`src/rtl/tdc_hw_accum_if.sv`:
```
// Host readout interface for tdc_hw_accum: measurement request and results.
interface tdc_hw_accum_if #(
   parameter int unsigned HW_W = 7
);
   logic            start;
   logic [3:0]      n_log2;
   logic            busy;
   logic            done;
   logic [HW_W-1:0] hw_last;
   logic [HW_W-1:0] hw_mean;
   logic [HW_W-1:0] hw_min;
   logic [HW_W-1:0] hw_max;

   modport master (
      output start, n_log2,
      input  busy, done, hw_last, hw_mean, hw_min, hw_max
   );

   modport slave (
      input  start, n_log2,
      output busy, done, hw_last, hw_mean, hw_min, hw_max
   );
endinterface

```
`src/rtl/tdc_hw_accum.sv`:
```
// Hamming-weight TDC: launch pulse generation, tap capture, 2^n-sample mean.
// Optional min/max weight tracking is enabled by defining TDC_MINMAX_EN.
module tdc_hw_accum #(
   parameter int unsigned TAPS      = 64,
   parameter int unsigned TOG_DIV_W = 2,
   parameter int unsigned MAX_LOG2  = 8
) (
   input  logic            clk,
   input  logic            rst_n,
   input  logic            pg_in,
   input  logic            pg_src,
   input  logic            pg_bypass,
   output logic            pg_out,
   input  logic [TAPS-1:0] taps,
   tdc_hw_accum_if.slave   host
);
   localparam int unsigned HW_W  = $clog2(TAPS + 1);
   localparam int unsigned ACC_W = HW_W + MAX_LOG2;
   localparam int unsigned CNT_W = MAX_LOG2 + 1;

   typedef enum logic [1:0] {S_IDLE, S_RUN, S_DONE} state_t;

   logic [TOG_DIV_W-1:0] tog_cnt_q;
   logic                 s1_q;
   logic                 pg_out_q;
   logic [TAPS-1:0]      tap_q;
   logic [HW_W-1:0]      hw_last_q;

   state_t               state_q;
   logic [3:0]           n_q;
   logic [CNT_W-1:0]     cnt_q;
   logic [ACC_W-1:0]     acc_q;
   logic                 busy_q;
   logic                 done_q;
   logic [HW_W-1:0]      hw_mean_q;

   logic [ACC_W-1:0]     acc_d;
   logic [CNT_W-1:0]     last_cnt;
   logic [3:0]           n_clamp;

   // Launch path: free-running divider or (optionally double) synchronised pg_in
   always_ff @(posedge clk) begin
      if (!rst_n) begin
         tog_cnt_q <= '0;
         s1_q      <= 1'b0;
         pg_out_q  <= 1'b0;
      end else begin
         tog_cnt_q <= tog_cnt_q + TOG_DIV_W'(1);
         s1_q      <= pg_in;
         if (pg_src)         pg_out_q <= tog_cnt_q[TOG_DIV_W-1];
         else if (pg_bypass) pg_out_q <= pg_in;
         else                pg_out_q <= s1_q;
      end
   end

   // Capture path: tap vector then its weight one edge later
   always_ff @(posedge clk) begin
      if (!rst_n) begin
         tap_q     <= '0;
         hw_last_q <= '0;
      end else begin
         tap_q     <= taps;
         hw_last_q <= HW_W'($countones(tap_q));
      end
   end

   assign acc_d    = acc_q + ACC_W'(hw_last_q);
   assign last_cnt = CNT_W'((CNT_W'(1) << n_q) - CNT_W'(1));
   assign n_clamp  = (host.n_log2 > 4'(MAX_LOG2)) ? 4'(MAX_LOG2) : host.n_log2;

`ifdef TDC_MINMAX_EN
   logic [HW_W-1:0] min_r_q;
   logic [HW_W-1:0] max_r_q;
   logic [HW_W-1:0] min_d;
   logic [HW_W-1:0] max_d;
   logic [HW_W-1:0] hw_min_q;
   logic [HW_W-1:0] hw_max_q;

   assign min_d = (hw_last_q < min_r_q) ? hw_last_q : min_r_q;
   assign max_d = (hw_last_q > max_r_q) ? hw_last_q : max_r_q;

   // Running extrema, published alongside the mean on completion
   always_ff @(posedge clk) begin
      if (!rst_n) begin
         min_r_q  <= '0;
         max_r_q  <= '0;
         hw_min_q <= '0;
         hw_max_q <= '0;
      end else if (state_q == S_IDLE && host.start) begin
         min_r_q <= '1;
         max_r_q <= '0;
      end else if (state_q == S_RUN) begin
         min_r_q <= min_d;
         max_r_q <= max_d;
         if (cnt_q == last_cnt) begin
            hw_min_q <= min_d;
            hw_max_q <= max_d;
         end
      end
   end

   assign host.hw_min = hw_min_q;
   assign host.hw_max = hw_max_q;
`else
   assign host.hw_min = '0;
   assign host.hw_max = '0;
`endif

   // Measurement FSM; busy/done are registered alongside the state
   always_ff @(posedge clk) begin
      if (!rst_n) begin
         state_q   <= S_IDLE;
         n_q       <= '0;
         cnt_q     <= '0;
         acc_q     <= '0;
         busy_q    <= 1'b0;
         done_q    <= 1'b0;
         hw_mean_q <= '0;
      end else begin
         done_q <= 1'b0;
         case (state_q)
            S_IDLE: begin
               if (host.start) begin
                  state_q <= S_RUN;
                  busy_q  <= 1'b1;
                  n_q     <= n_clamp;
                  cnt_q   <= '0;
                  acc_q   <= '0;
               end
            end
            S_RUN: begin
               acc_q <= acc_d;
               if (cnt_q == last_cnt) begin
                  state_q   <= S_DONE;
                  done_q    <= 1'b1;
                  hw_mean_q <= HW_W'(acc_d >> n_q);
               end else begin
                  cnt_q <= cnt_q + CNT_W'(1);
               end
            end
            S_DONE: begin
               state_q <= S_IDLE;
               busy_q  <= 1'b0;
            end
            default: begin
               state_q <= S_IDLE;
               busy_q  <= 1'b0;
            end
         endcase
      end
   end

   assign pg_out       = pg_out_q;
   assign host.busy    = busy_q;
   assign host.done    = done_q;
   assign host.hw_last = hw_last_q;
   assign host.hw_mean = hw_mean_q;
endmodule
```
`src/flat_wrapper.sv`:
```
// flat-port wrapper written by rule: the top's interface ports become plain ports
module tdc_hw_accum_flat 
#(
   parameter int unsigned TAPS      = 64,
   parameter int unsigned TOG_DIV_W = 2,
   parameter int unsigned MAX_LOG2  = 8
)
  (clk, rst_n, pg_in, pg_src, pg_bypass, pg_out, taps, host_start, host_n_log2, host_busy, host_done, host_hw_last, host_hw_mean, host_hw_min, host_hw_max);
  tdc_hw_accum_if host_i ();
  input  logic clk;
  input  logic rst_n;
  input  logic pg_in;
  input  logic pg_src;
  input  logic pg_bypass;
  output logic pg_out;
  input  logic [TAPS-1:0] taps;
  input wire logic [$bits(host_i.start)-1:0] host_start;
  input wire logic [$bits(host_i.n_log2)-1:0] host_n_log2;
  output wire logic [$bits(host_i.busy)-1:0] host_busy;
  output wire logic [$bits(host_i.done)-1:0] host_done;
  output wire logic [$bits(host_i.hw_last)-1:0] host_hw_last;
  output wire logic [$bits(host_i.hw_mean)-1:0] host_hw_mean;
  output wire logic [$bits(host_i.hw_min)-1:0] host_hw_min;
  output wire logic [$bits(host_i.hw_max)-1:0] host_hw_max;
  assign host_i.start = host_start;
  assign host_i.n_log2 = host_n_log2;
  assign host_busy = host_i.busy;
  assign host_done = host_i.done;
  assign host_hw_last = host_i.hw_last;
  assign host_hw_mean = host_i.hw_mean;
  assign host_hw_min = host_i.hw_min;
  assign host_hw_max = host_i.hw_max;
  tdc_hw_accum #(.TAPS(TAPS), .TOG_DIV_W(TOG_DIV_W), .MAX_LOG2(MAX_LOG2)) u_core (.clk(clk), .rst_n(rst_n), .pg_in(pg_in), .pg_src(pg_src), .pg_bypass(pg_bypass), .pg_out(pg_out), .taps(taps), .host(host_i));
endmodule
```
`config.mk`:
```
export PLATFORM = sky130hd
export DESIGN_NAME = tdc_hw_accum_flat
export DESIGN_NICKNAME = d
export VERILOG_FILES = /design/src/rtl/tdc_hw_accum_if.sv /design/src/rtl/tdc_hw_accum.sv /design/src/flat_wrapper.sv
export SDC_FILE = /design/constraint.sdc
export NUM_CORES = 1
export LEC_CHECK = 0
export CAP_MARGIN = 25
export CELL_PAD_IN_SITES_DETAIL_PLACEMENT = 1
export CELL_PAD_IN_SITES_GLOBAL_PLACEMENT = 1
export CORE_UTILIZATION = 42
export CTS_CLUSTER_DIAMETER = 100
export DETAILED_ROUTE_END_ITERATION = 10
export GPL_ROUTABILITY_DRIVEN = 0
export GPL_TIMING_DRIVEN = 1
export PLACE_DENSITY_LB_ADDON = 0.1
export RECOVER_POWER = 100
export SLEW_MARGIN = 20
export SYNTH_ARGS = -nofsm -noshare
export SYNTH_HDL_FRONTEND = slang
export SYNTH_SLANG_ARGS = --single-unit
```
`constraint.sdc`:
```
create_clock -name clk -period 8.23 [get_ports clk]
set_input_delay 0.823 -clock clk [delete_from_list [all_inputs] [get_ports clk]]
set_output_delay 0.823 -clock clk [all_outputs]
set_load 0.05 [all_outputs]
```
Word-level counts from Yosys, hierarchy flattened --
Index checks and enable logic that the tools add are counted.
Cells by class: magnitude comparators 1, mux-type cells 14, bitwise gates (word level) 1, $mul 0, shifts and indexed selects 2, equality and inequality tests 5, $add $sub $neg 67, reductions and logical operators 9, divide/modulo/power cells 0
Operators by type and width (number):
- adder 7 bit | 31
- adder 1 x 1 -> 2 bit | 32
- case mux 15 bit (2 select lines) | 1
- 2-to-1 mux 9 bit | 2
- case mux 9 bit (2 select lines) | 1
- adder 15 x 7 -> 15 bit | 1
- 2-to-1 mux 15 bit | 1
- right shift 15 x 4 -> 7 bit | 1
- AND reduction 2 bit | 6
- adder 9 x 1 -> 9 bit (second input constant) | 1
- equality test 9 bit | 1
- << shifter 1 x 4 -> 9 bit (first input constant) | 1
- subtractor 9 x 2 -> 9 bit (second input constant) | 1
- greater-than comparator 4 bit (second input constant) | 1
- 2-to-1 mux 1 bit | 4
- 2-to-1 mux 2 bit | 2
- 2-to-1 mux 4 bit | 1
- inequality test 2 bit (second input constant) | 2
- case mux 2 bit (2 select lines) | 1
- AND reduction 3 bit | 1
- adder 2 x 1 -> 2 bit (second input constant) | 1
- equality test 2 x 1 -> 1 bit (second input constant) | 1
- zero test 2 bit | 1
- inequality test 2 x 1 -> 1 bit (second input constant) | 1
- other kinds (3) | 3
Storage, ports and cells: RAM bits 0, input bits 74, output and inout port bits 31, latch bits 0, register bits 114, memories kept 0, ROM bits 0, word-level logic and storage cells 111

Longest topological paths before layout --
Gate-level depths: netlist of run 1.
depth in word-level cells 6, mapped depth 22, gate-level depth less buffers 22

Worst setup path after synthesis of run 1 --
No wires, ideal clock.
kind register to register, start register u_core.tap_q[14], end register u_core.hw_last_q[5], in the netlist u_core.host.hw_last[5], data required time 8.102 ns, stages on the path, launching flop included 21, path slack 2.632 ns, library setup time 0.128 ns, path buffers 0, arrival 5.470 ns, cells stage by stage dfxtp_1 > ha_1 > inv_1 > fa_1 > inv_1 > fa_1 > inv_1 > fa_1 > inv_1 > fa_1 > fa_1 > fa_1 > inv_1 > fa_1 > inv_1 > ha_1 > fa_1 > a21o_1 > a21oi_1 > xor2_1 > nor2_1
Between the ends: cells in the longest elaborated chain, start to end 6
RTL lines:
- start: declaration | RTL line tdc_hw_accum.sv:26 | logic [TAPS-1:0] tap_q;
- start signal: assignment | RTL line tdc_hw_accum.sv:62 | tap_q <= taps;
- adder 1 x 1 -> 2 bit (implied by the code) | RTL line tdc_hw_accum.sv:63 | hw_last_q <= HW_W'($countones(tap_q));
- adder 7 bit (implied by the code) (5 in series) | RTL line tdc_hw_accum.sv:63
- end signal: assignment | RTL line tdc_hw_accum.sv:63
- end: declaration | RTL line tdc_hw_accum.sv:27 | logic [HW_W-1:0] hw_last_q;
Every way passes these cells. A chain may end at the register's enable or synchronous reset.

Final worst setup path of run 1 --
Same ends and word-level chain as after synthesis.

==> flow_summary_export.csv, run 1 <==
group,metric,value,unit
timing,min_period,5.93,ns
place,portBuffers,90,
detailed_routing,ant_nets,0,
logic_synthesis,synthFlopType,"dfxtp_1",
hold_path,holdPathEnd,"u_core.tog_cnt_q[0]$_SDFF_PN0_",
floorplanning,die_y,135,µm
global_route,grt_pass1_vias,6502,
job,drv_cap,2,
place,dp_hpwl,14400,µm
detailed_routing,post_drt_wl_per_cell,17.3,µm
place,dpl_worst_slack,2.33,ns
cells_and_area,final_core_util,51.9,%
logic_synthesis,synth_cell_types,61,
worst_setup_path,required,8.48,ns
worst_setup_path,cp_num_buf_inv,6,
timing,slew_viol_final,138,
logic_synthesis,avgSynthCellArea,9.28,µm²
global_route,grt_usage,22.6,%
timing,hold_viol,0,
cts,clkLatencyLatePin,0.43,ns
cts,holdBufCountCts,0,
logic_synthesis,synth.area.top_cells,"dfxtp_1 (31%), fa_1 (17%), ha_1 (8.8%), and2_1 (5.8%), inv_1 (4.8%)",
cts,cts_root_buffer,"clkbuf_16",
logic_synthesis,yosys_warnings,0,
floorplanning,ios,105,
timing,relSlewSlack,-88.3,%
cts,clock_sinks,114,
timing,fmax,169,MHz
worst_setup_path,r2r_cells,20,
logic_synthesis,synthCells,797,
cells_and_area,regArea,2280,µm²
power,ir_drop,273,µV
status,status,"complete, but fails checks",
hold_path,hold_start,"u_core.tog_cnt_q[0]$_SDFF_PN0_",
global_route,grt_max_degree,87,
cts,cts_post_setup_buffers_inserted,0,
detailed_routing,first_pass_iters,4,
timing,rsz0062_at_grt,"false",
timing,fin_skew,0.0106,ns
floorplanning,start_util,42.9,%
detailed_routing,dr_total_vias,5986,
logic_synthesis,async_flop_share,0,%
cts,clockBufferDepth,2,
worst_setup_path,rrSetupSlack,2.30,ns
floorplanning,dieArea,18100,µm²
cells_and_area,fillCellCount,1959,
detailed_routing,vias_per_cell,5.41,
power,total_power,2.95,mW
timing,postLayoutSetupSlackWorst,2.30,ns
floorplanning,die_w,135,µm
worst_setup_path,startpoint_type,"register",
cells_and_area,n_antenna_cell,0,
timing,tns,0,ns
worst_setup_path,worstPathArrival,6.18,ns
worst_setup_path,crit_path_max_incr_delay,0.55,ns
power,power_density,330,nW/µm²
hold_path,holdPathStages,1,
global_route,grt-ovfl-total,0,
timing,period_share,72.1,%
worst_setup_path,worstPathMaxFanout,2,
cells_and_area,layout-drive-gt1-share,5.45,%
cts,cts_made_buffers,17,
worst_setup_path,crit_type,"register to register",
global_route,antenna_found_initial,0,
cells_and_area,nNetsFinal,1055,
timing,tightest_slew,2.82,ns
logic_synthesis,synth_edf_count,0,
cts,cts_resized,0,
worst_setup_path,slowest_stage,"fa_1",
power,power_leakage,3.78,nW
logic_synthesis,ys_seq_elements,114,
floorplanning,core,17200,µm²
detailed_routing,drtIter0Drc,261,
worst_setup_path,r2r_start,"u_core.tap_q[14]$_SDFF_PN0_",
timing,setup_viol,0,
cts,cts_max_level,4,
worst_setup_path,critPathTopFamily,"adder cells",
cells_and_area,multi_input_comb_area,4500,µm²
cells_and_area,stdcell_count,1106,
logic_synthesis,yosysTopAreaCellShare,30.9,%
place,dp_cells,1074,
detailed_routing,routed_wl,19200,µm
worst_setup_path,r2r-end,"u_core.host.hw_last[5]$_SDFF_PN0_",
status,violations,"max-capacitance violations, max-slew violations",
cells_and_area,syn_to_final_growth,21.0,%
worst_setup_path,crit_chain,"ha_1 > inv_1 > fa_1 > inv_1 > fa_1 > inv_1 > fa_1 > inv_1 > fa_1 > inv_1 > fa_1 > fa_1 > fa_1 > inv_1 > ha_1 > fa_1 > a21o_1 > a21oi_1 > xor2_1 > nor2_1",
cts,clk_pin_slew,0.06,ns
logic_synthesis,ys_seq_area_share,30.9,%
worst_setup_path,cpMostUsedCell,"fa_1",
logic_synthesis,synth_top_cell_by_area,"dfxtp_1",
logic_synthesis,synthesis.area,7390,µm²
global_route,grt_pass1_wl,31700,µm
cts,cts_tree,"done",
detailed_routing,drc_errors,0,
hold_path,min_path_type,"register to register",
worst_setup_path,critPathCaptureType,"register",
floorplanning,placementRows,48,
## cell usage after synthesis (all sizes together) (8+ instances only)
library cell	count
dfxtp	114
inv	95
and2	69
fa	61
ha	52
a21oi	43
nand2	35
clkbuf	32
nor2	31
buf	26
nand3	26
o21ai	26
a211oi	14
nor3	13
or3	11
mux2i	9
nor4	8
o211ai	8
xnor2	8
## per-stage QoR
| stage | hold WS (ns) | cell area (µm²) |
|---|---|---|
| global route | 0.463 | 8940 |
| finish | 0.444 | 8940 |
| floorplan | 0.413 | 7440 |
| CTS | 0.447 | 8950 |
| global placement | 0.423 | 8380 |
| detailed placement | 0.435 | 8380 |
## state kept, by name (all words and copies together), names as in the netlist, 2 cells and up
register	flops
u_core.state_q	2
u_core.tog_cnt_q	2
u_core.host.hw_mean	7
u_core.cnt_q	9
u_core.n_q	4
u_core.host.hw_last	7
u_core.acc_q	15
u_core.tap_q	64
## cells in the final DEF, fill, tap and decap left out, drive strengths merged, types with 17 or more instances in the layout
cell type,synthesis,layout
a21oi,43,43
nand2,35,35
clkbuf,32,20
dlygate4sd3,0,17
and2,69,69
nand3,26,26
dfxtp,114,114
ha,52,52
nor2,31,31
o21ai,26,26
clkdlybuf4s50,0,72
inv,95,98
fa,61,61
## how the worst max path moves through the flow
| stage | cells past startpoint | from | slack [ns] | endpoint |
|---|---|---|---|---|
| after floorplan | 20 | u_core.tap_q[14]$_SDFF_PN0_ | 2.63 | u_core.host.hw_last[5]$_SDFF_PN0_ |
| after global placement | 20 | u_core.tap_q[14]$_SDFF_PN0_ | 2.49 | u_core.host.hw_last[5]$_SDFF_PN0_ |
| after detailed placement | 20 | u_core.tap_q[14]$_SDFF_PN0_ | 2.33 | u_core.host.hw_last[5]$_SDFF_PN0_ |
| after CTS | 20 | u_core.tap_q[14]$_SDFF_PN0_ | 2.27 | u_core.host.hw_last[5]$_SDFF_PN0_ |
| after global routing | 20 | u_core.tap_q[14]$_SDFF_PN0_ | 2.07 | u_core.host.hw_last[5]$_SDFF_PN0_ |
| final | 20 | u_core.tap_q[14]$_SDFF_PN0_ | 2.30 | u_core.host.hw_last[5]$_SDFF_PN0_ |
## kinds of logic after synthesis
group | synth area share, %
compound gates | 15.1
xor+xnor | 1.78
fa+ha+maj | 25.3
buf+inv | 8.92
flops | 30.9
mux | 1.22
other cells | 0.0507
simple gates | 16.7
## area by class of cell
| type | instances | area share, % |
|---|---|---|
| multi-input cells | 540 | 50.3 |
| flip-flops and latches | 114 | 25.5 |
| repair buffers | 97 | 10.5 |
| clock buffers | 18 | 4.91 |
| inverters | 98 | 4.11 |
| well taps | 225 | 3.15 |
| clock inverters | 14 | 1.46 |
## power breakdown
part | total [mW] | switching, mW | internal, mW
registers | 0.632 | 0.0285 | 0.603
clock network | 0.715 | 0.291 | 0.425
logic | 1.60 | 0.905 | 0.698
total | 2.95 | 1.22 | 1.73
## metal layers
| metal | track usage, % | share of wire [%] |
|---|---|---|
| met5 | 0 | 0 |
| met4 | 9.11 | 2.5 |
| met3 | 4.47 | 3.4 |
| met2 | 42.4 | 55 |
| met1 | 24.7 | 40 |
(Power assumes the default switching activity.)
==> inputs of run 2 (changes only) <==
--- a/config.mk
+++ b/config.mk
@@ -8,7 +8,7 @@
 export CAP_MARGIN = 25
 export CELL_PAD_IN_SITES_DETAIL_PLACEMENT = 1
 export CELL_PAD_IN_SITES_GLOBAL_PLACEMENT = 1
-export CORE_UTILIZATION = 42
+export CORE_UTILIZATION = 38
 export CTS_CLUSTER_DIAMETER = 100
 export DETAILED_ROUTE_END_ITERATION = 10
 export GPL_ROUTABILITY_DRIVEN = 0
==> constraint.sdc (replaced) <==
create_clock -name clk -period 4.9 [get_ports clk]
set_input_delay 0.49 -clock clk [delete_from_list [all_inputs] [get_ports clk]]
set_output_delay 0.49 -clock clk [all_outputs]
set_load 0.05 [all_outputs]
==> flow_summary_export.csv, run 2 (synthesized netlist as in run 1, its figures left out) <==
group,metric,value,unit
detailed_routing,first_pass_iters,4,
cts,clock_sinks,114,
cts,cts_made_buffers,17,
status,status,"complete, but fails checks",
cells_and_area,final_cell_mix,"dfxtp_1 (101), clkdlybuf4s50_1 (89), inv_1 (76), and2_1 (46), fa_1 (44)",
floorplanning,ios,105,
power,power_density,667,nW/µm²
worst_setup_path,worstPathArrival,5.78,ns
hold_path,hold_start,"u_core.tog_cnt_q[0]$_SDFF_PN0_",
timing,hold_viol,0,
floorplanning,dieArea,20000,µm²
timing,fmax,182,MHz
power,combPwrFrac,61.6,%
timing,tightest_slew,0.882,ns
detailed_routing,drtIter0Drc,175,
global_route,grt-ovfl-total,0,
cts,clockBufferDepth,2,
timing,postLayoutSetupSlackWorst,-0.597,ns
status,violations,"negative setup slack",
cells_and_area,stdcell_count,1152,
timing,setup_viol,5,
timing,rsz0062_at_grt,"true",
worst_setup_path,worstPathMaxFanout,2,
cts,clk_pin_slew,0.06,ns
place,portBuffers,90,
cts,cts_tree,"done",
timing,tns,-2.17,ns
detailed_routing,routed_wl,19600,µm
worst_setup_path,critPathCaptureType,"register",
power,p_seq_share,17.0,%
timing,slew_viol_final,0,
detailed_routing,drc_errors,0,
power,clockPowerShare,21.4,%
worst_setup_path,crit_path_max_incr_delay,0.58,ns
timing,min_period,5.50,ns
worst_setup_path,r2r_start,"u_core.tap_q[15]$_SDFF_PN0_",
floorplanning,die_y,141,µm
floorplanning,core,18900,µm²
cells_and_area,n_antenna_cell,0,
power,ir_drop,640,µV
cts,clkLatencyLatePin,0.42,ns
power,power_leakage,3.82,nW
cts,holdBufCountCts,0,
cells_and_area,layout-drive-gt1-share,14.3,%
cells_and_area,largest-register,"u_core.tap_q",
cells_and_area,syn_to_final_growth,26.8,%
power,p_int,3.77,mW
detailed_routing,ant_nets,0,
place,dp_hpwl,14400,µm
cts,cts_root_buffer,"clkbuf_16",
place,dpl_worst_slack,-0.616,ns
global_route,grt_pass1_vias,6491,
floorplanning,start_util,39.1,%
global_route,grt_max_degree,86,
timing,fin_skew,0.00869,ns
cells_and_area,nNetsFinal,1066,
floorplanning,placementRows,50,
timing,relSlewSlack,40.6,%
power,total_power,6.25,mW
worst_setup_path,required,5.18,ns
place,dp_cells,1118,
cells_and_area,reg_top3,"u_core.tap_q (64), u_core.acc_q (15), u_core.cnt_q (9)",
worst_setup_path,startpoint_type,"register",
detailed_routing,vias_per_cell,5.17,
worst_setup_path,crit_chain,"ha_4 > inv_2 > fa_1 > inv_2 > fa_2 > inv_2 > fa_2 > inv_2 > fa_2 > inv_2 > fa_2 > fa_2 > fa_1 > inv_2 > ha_4 > fa_2 > a21o_1 > a21oi_2 > xor2_1 > nor2_1",
hold_path,min_path_type,"register to register",
global_route,grt_usage,20.7,%
worst_setup_path,crit_start,"u_core.tap_q[15]$_SDFF_PN0_",
detailed_routing,post_drt_wl_per_cell,17.0,µm
floorplanning,die_w,141,µm
global_route,grt_pass1_wl,32100,µm
cells_and_area,fillCellCount,2147,
worst_setup_path,cp_num_buf_inv,6,
job,drv_cap,0,
power,p_sw_share,39.7,%
cts,cts_max_level,4,
worst_setup_path,slowest_stage,"fa_2",
detailed_routing,dr_total_vias,5953,
cells_and_area,final_common_cell,"dfxtp_1",
cells_and_area,largest_register_ffs,64,
worst_setup_path,critPathTopFamily,"adder cells",
timing,period_share,112,%
global_route,antenna_found_initial,0,
timing,whs,0.447,ns
worst_setup_path,crit_type,"register to register",
power,switching_power,2.48,mW
## run 2: cell count changes in the layout (fill, tap and decap cells not counted), moves of 4 or more
cell / change
and2_0: -21
and2_1: +21
buf_4: +11
clkdlybuf4s50_1: +17
clkinvlp_4: -4
dfxtp_1: -13
dfxtp_2: +13
dlygate4sd3_1: -17
fa_1: -17
fa_2: +17
ha_1: -13
ha_4: +10
inv_1: -19
inv_2: +19
## run 2: metal layers
metal	wire [µm]	share of wire (%)	track usage [%]
met2	11000	56	40.1
met4	440	2.2	7.92
met1	7520	38	21.5
met3	663	3.4	4.49
met5	0	0	0
## run 2: cell type report
cell class              count  area [µm²]  share of cell area [%]
clock buffers              18         429                    4.58
clock inverters            14         205                    2.19
repair buffers            108        1040                    11.1
inverters                  98         368                    3.92
multi-input cells         540        4710                    50.3
flip-flops and latches    114        2300                    24.5
well taps                 260         325                    3.47
## run 2: path summary, 6_finish.rpt
kind                                       endpoint  slack, ns  cells after the start
hold reg to reg      u_core.tog_cnt_q[0]$_SDFF_PN0_       0.45                      1
setup reg to reg  u_core.host.hw_last[5]$_SDFF_PN0_      -0.60                     20
setup / recovery  u_core.host.hw_last[5]$_SDFF_PN0_      -0.60                     20
hold / removal       u_core.tog_cnt_q[0]$_SDFF_PN0_       0.45                      1
## run 2: power by group through the flow
stage / logic, mW / clock network (mW) / registers (mW)
after global placement: 3.13 / 0 / 1.08
after floorplan: 2.18 / 0 / 1.13
after detailed placement: 3.24 / 0 / 1.08
final: 3.85 / 1.34 / 1.06
after CTS: 3.50 / 1.36 / 1.06
after global routing: 4.37 / 1.40 / 1.07
## run 2: timing repair
item | in CTS | in global routing
gates resized for setup | 13 | 41
pin swaps | 13 | 22
endpoints found under the setup margin | 6 | 6
setup buffers | 2 | 0
## run 2: metrics by stage
| step | area, µm² | utilization, % |
|---|---|---|
| 3_5_place_dp | 8530 | 45.2 |
| 2_1_floorplan | 7480 | - |
| 6_report | 9380 | 49.6 |
| 4_1_cts | 9230 | 48.9 |
| 3_3_place_gp | 8530 | 45.2 |
| 5_1_grt | 9380 | 49.6 |
## run 2: worst reg2reg max path, cell delays in order (launching register included)
cell     delay (ns)
dfxtp_2        0.33
ha_4           0.25
inv_2          0.03
fa_1           0.55
inv_2          0.05
fa_2           0.58
inv_2          0.04
fa_2           0.52
inv_2          0.04
fa_2           0.52
inv_2          0.04
fa_2           0.41
fa_2           0.35
fa_1           0.53
inv_2          0.05
ha_4           0.16
fa_2           0.33
a21o_1         0.17
a21oi_2        0.16
xor2_1         0.18
nor2_1         0.05
==> inputs of run 3 (changes only) <==
--- a/config.mk
+++ b/config.mk
@@ -5,10 +5,12 @@
 export SDC_FILE = /design/constraint.sdc
 export NUM_CORES = 1
 export LEC_CHECK = 0
+export ABC_AREA = 1
+export ABC_CLOCK_PERIOD_IN_PS = 4900
 export CAP_MARGIN = 25
 export CELL_PAD_IN_SITES_DETAIL_PLACEMENT = 1
 export CELL_PAD_IN_SITES_GLOBAL_PLACEMENT = 1
-export CORE_UTILIZATION = 38
+export CORE_UTILIZATION = 37
 export CTS_CLUSTER_DIAMETER = 100
 export DETAILED_ROUTE_END_ITERATION = 10
 export GPL_ROUTABILITY_DRIVEN = 0
==> flow_summary_export.csv, run 3 <==
group,metric,value,unit
status,status,"complete, but fails checks",
status,violations,"negative setup slack",
timing,whs,0.337,ns
worst_setup_path,critPathTopFamily,"adder cells",
cells_and_area,final_common_cell,"nand2_1",
floorplanning,placementRows,51,
power,power_density,679,nW/µm²
worst_setup_path,cpMostUsedCell,"inv_2",
cts,cts_root_buffer,"clkbuf_16",
logic_synthesis,synth_top_family_by_area,"adder cells",
worst_setup_path,rrSetupSlack,-0.61,ns
timing,fin_skew,0.0301,ns
global_route,antenna_found_initial,0,
timing,tightest_slew,1.48,ns
timing,tns,-1.99,ns
timing,postLayoutSetupSlackWorst,-0.613,ns
timing,rsz0062_at_grt,"true",
worst_setup_path,critPathCaptureType,"register",
cells_and_area,final_cell_mix,"nand2_1 (226), inv_1 (201), dfxtp_1 (110), nand3_1 (102), clkdlybuf4s50_1 (89)",
floorplanning,die_w,143,µm
cells_and_area,multi_input_comb_area,4220,µm²
worst_setup_path,required,5.25,ns
worst_setup_path,r2r_cells,23,
detailed_routing,drtIter0Drc,140,
logic_synthesis,synthesis.area,7400,µm²
job,drv_cap,0,
timing,period_share,113,%
timing,fmax,181,MHz
logic_synthesis,avgSynthCellArea,7.65,µm²
place,portBuffers,90,
cells_and_area,largest_register_ffs,64,
logic_synthesis,synth_cell_types,38,
logic_synthesis,yosysTopAreaCellShare,30.8,%
cells_and_area,regArea,2290,µm²
detailed_routing,ant_nets,0,
logic_synthesis,synth_edf_count,0,
timing,slew_viol_final,0,
timing,setup_viol,5,
worst_setup_path,r2r-end,"u_core.host.hw_last[5]$_SDFF_PN0_",
floorplanning,die_y,143,µm
logic_synthesis,async_flop_share,0,%
detailed_routing,first_pass_iters,4,
logic_synthesis,yosys-top-cells-count,"nand2_1 (227), inv_1 (216), dfxtp_1 (114), nand3_1 (102), fa_1 (61)",
global_route,grt_pass1_wl,31200,µm
logic_synthesis,synth.area.mux_share,0.152,%
cts,clk_pin_slew,0.06,ns
global_route,grt-ovfl-total,0,
logic_synthesis,synthCells,967,
cts,clockBufferDepth,2,
worst_setup_path,cp.depth,23,
logic_synthesis,synth_xor_area_share,1.18,%
cells_and_area,n_antenna_cell,0,
cts,cts_made_buffers,17,
worst_setup_path,crit_chain,"ha_1 > inv_2 > fa_1 > inv_2 > fa_1 > inv_2 > fa_2 > fa_1 > inv_2 > fa_2 > fa_1 > inv_2 > fa_1 > inv_2 > ha_4 > fa_2 > nand2_2 > inv_2 > nor2_2 > nor2_1 > nor2_1 > o21ai_1 > a21oi_1",
hold_path,min_path_type,"input pin to register",
global_route,grt_max_degree,84,
floorplanning,ios,105,
logic_synthesis,synth_compound_area_share,4.41,%
global_route,grt_usage,19.8,%
worst_setup_path,crit_path_max_incr_delay,0.56,ns
timing,min_period,5.51,ns
cells_and_area,largest-register,"u_core.tap_q",
worst_setup_path,cp_num_buf_inv,7,
timing,relSlewSlack,1.09,%
cts,cts_tree,"done",
detailed_routing,dr_total_vias,6060,
logic_synthesis,synth.area.top_cells,"dfxtp_1 (31%), fa_1 (17%), nand2_1 (12%), inv_1 (11%), ha_1 (8.8%)",
logic_synthesis,synth_top_cell_by_area,"dfxtp_1",
detailed_routing,routed_wl,18300,µm
logic_synthesis,yosys_warnings,0,
global_route,grt_pass1_vias,6466,
floorplanning,dieArea,20600,µm²
timing,hold_viol,0,
worst_setup_path,r2r_start,"u_core.tap_q[36]$_SDFF_PN0_",
logic_synthesis,synth_simple_gate_area_share,23.9,%
power,power_leakage,4.70,nW
logic_synthesis,ys_seq_area_share,30.8,%
cts,cts_max_level,4,
worst_setup_path,startpoint_type,"register",
detailed_routing,post_drt_wl_per_cell,13.6,µm
detailed_routing,drc_errors,0,
logic_synthesis,synthFlopType,"dfxtp_1",
cts,holdBufCountCts,0,
floorplanning,core,19500,µm²
cells_and_area,syn_to_final_growth,25.1,%
floorplanning,start_util,37.9,%
worst_setup_path,crit_end,"u_core.host.hw_last[5]$_SDFF_PN0_",
cells_and_area,nNetsFinal,1249,
power,ir_drop,806,µV
logic_synthesis,synth_fa_ha_area_share,25.3,%
logic_synthesis,ys_seq_elements,114,
worst_setup_path,worstPathMaxFanout,2,
place,dp_hpwl,14000,µm
cells_and_area,fillCellCount,2412,
worst_setup_path,crit_type,"register to register",
detailed_routing,vias_per_cell,4.52,
power,total_power,6.28,mW
worst_setup_path,worstPathArrival,5.86,ns
cts,clock_sinks,114,
cells_and_area,layout-drive-gt1-share,10.3,%
cells_and_area,final_core_util,47.4,%
logic_synthesis,synth.most_common_cell,"nand2_1",
cells_and_area,reg_top3,"u_core.tap_q (64), u_core.acc_q (15), u_core.cnt_q (9)",
worst_setup_path,slowest_stage,"fa_2",
worst_setup_path,crit_start,"u_core.tap_q[36]$_SDFF_PN0_",
cts,clkLatencyLatePin,0.44,ns
run 3: power breakdown:
group          internal (mW)  switching, mW  total (mW)
clock network          0.768          0.491        1.26
registers               1.01         0.0388        1.05
logic                   1.83           2.15        3.97
run 3: repair_timing:
item	4_1_cts	5_1_grt
buffers inserted	1	0
pin swaps	17	16
setup endpoints to repair	5	6
gates resized for setup	14	12
gates cloned	0	0
run 3: kinds of logic after synthesis:
group,Yosys count
xor+xnor,10
other cells,1
simple gates,405
fa+ha+maj,113
flops,114
mux,1
buf+inv,262
compound gates,61
run 3: tightest hold or removal path: cells and delay by family:
kind                   cells  cell delay [ns]
buffers and inverters      2             0.15
and+or+nand+nor            1             0.08
run 3: through the flow:
step / area, µm² / instances / worst slack, ns
after global routing: 9260 / 1340 / -0.848
after CTS: 9250 / 1340 / -0.650
after global placement: 8600 / 1307 / -0.498
after detailed placement: 8600 / 1307 / -0.667
after floorplan: 7500 / 980 / -0.335
final: 9260 / 1340 / -0.613
run 3: area by class of cell:
cell class / instances / share of cell area (%)
multi-input cells: 604 / 45.6
repair buffers: 101 / 10.6
well taps: 265 / 3.58
flip-flops and latches: 114 / 24.7
inverters: 224 / 9.11
clock inverters: 13 / 1.62
clock buffers: 19 / 4.79
run 3: routing by layer:
layer	wire (µm)	vias to the layer above	track usage [%]
met5	0	-	0
met4	312	0	6.77
met3	485	18	3.60
met2	9790	98	37.0
met1	7690	2852	22.4
li1	-	3092	-
run 3: how the worst min path moves through the flow:
| stage | depth (start not counted) | to | startpoint |
|---|---|---|---|
| 3_5_place_dp | 1 | u_core.tog_cnt_q[0]$_SDFF_PN0_ | u_core.tog_cnt_q[0]$_SDFF_PN0_ |
| 5_1_grt | 3 | u_core.tog_cnt_q[0]$_SDFF_PN0_ | rst_n |
| 2_1_floorplan | 1 | u_core.tog_cnt_q[0]$_SDFF_PN0_ | u_core.tog_cnt_q[0]$_SDFF_PN0_ |
| 3_3_place_gp | 1 | u_core.tog_cnt_q[0]$_SDFF_PN0_ | u_core.tog_cnt_q[0]$_SDFF_PN0_ |
| 4_1_cts | 3 | u_core.tog_cnt_q[0]$_SDFF_PN0_ | rst_n |
| 6_report | 3 | u_core.tog_cnt_q[0]$_SDFF_PN0_ | rst_n |
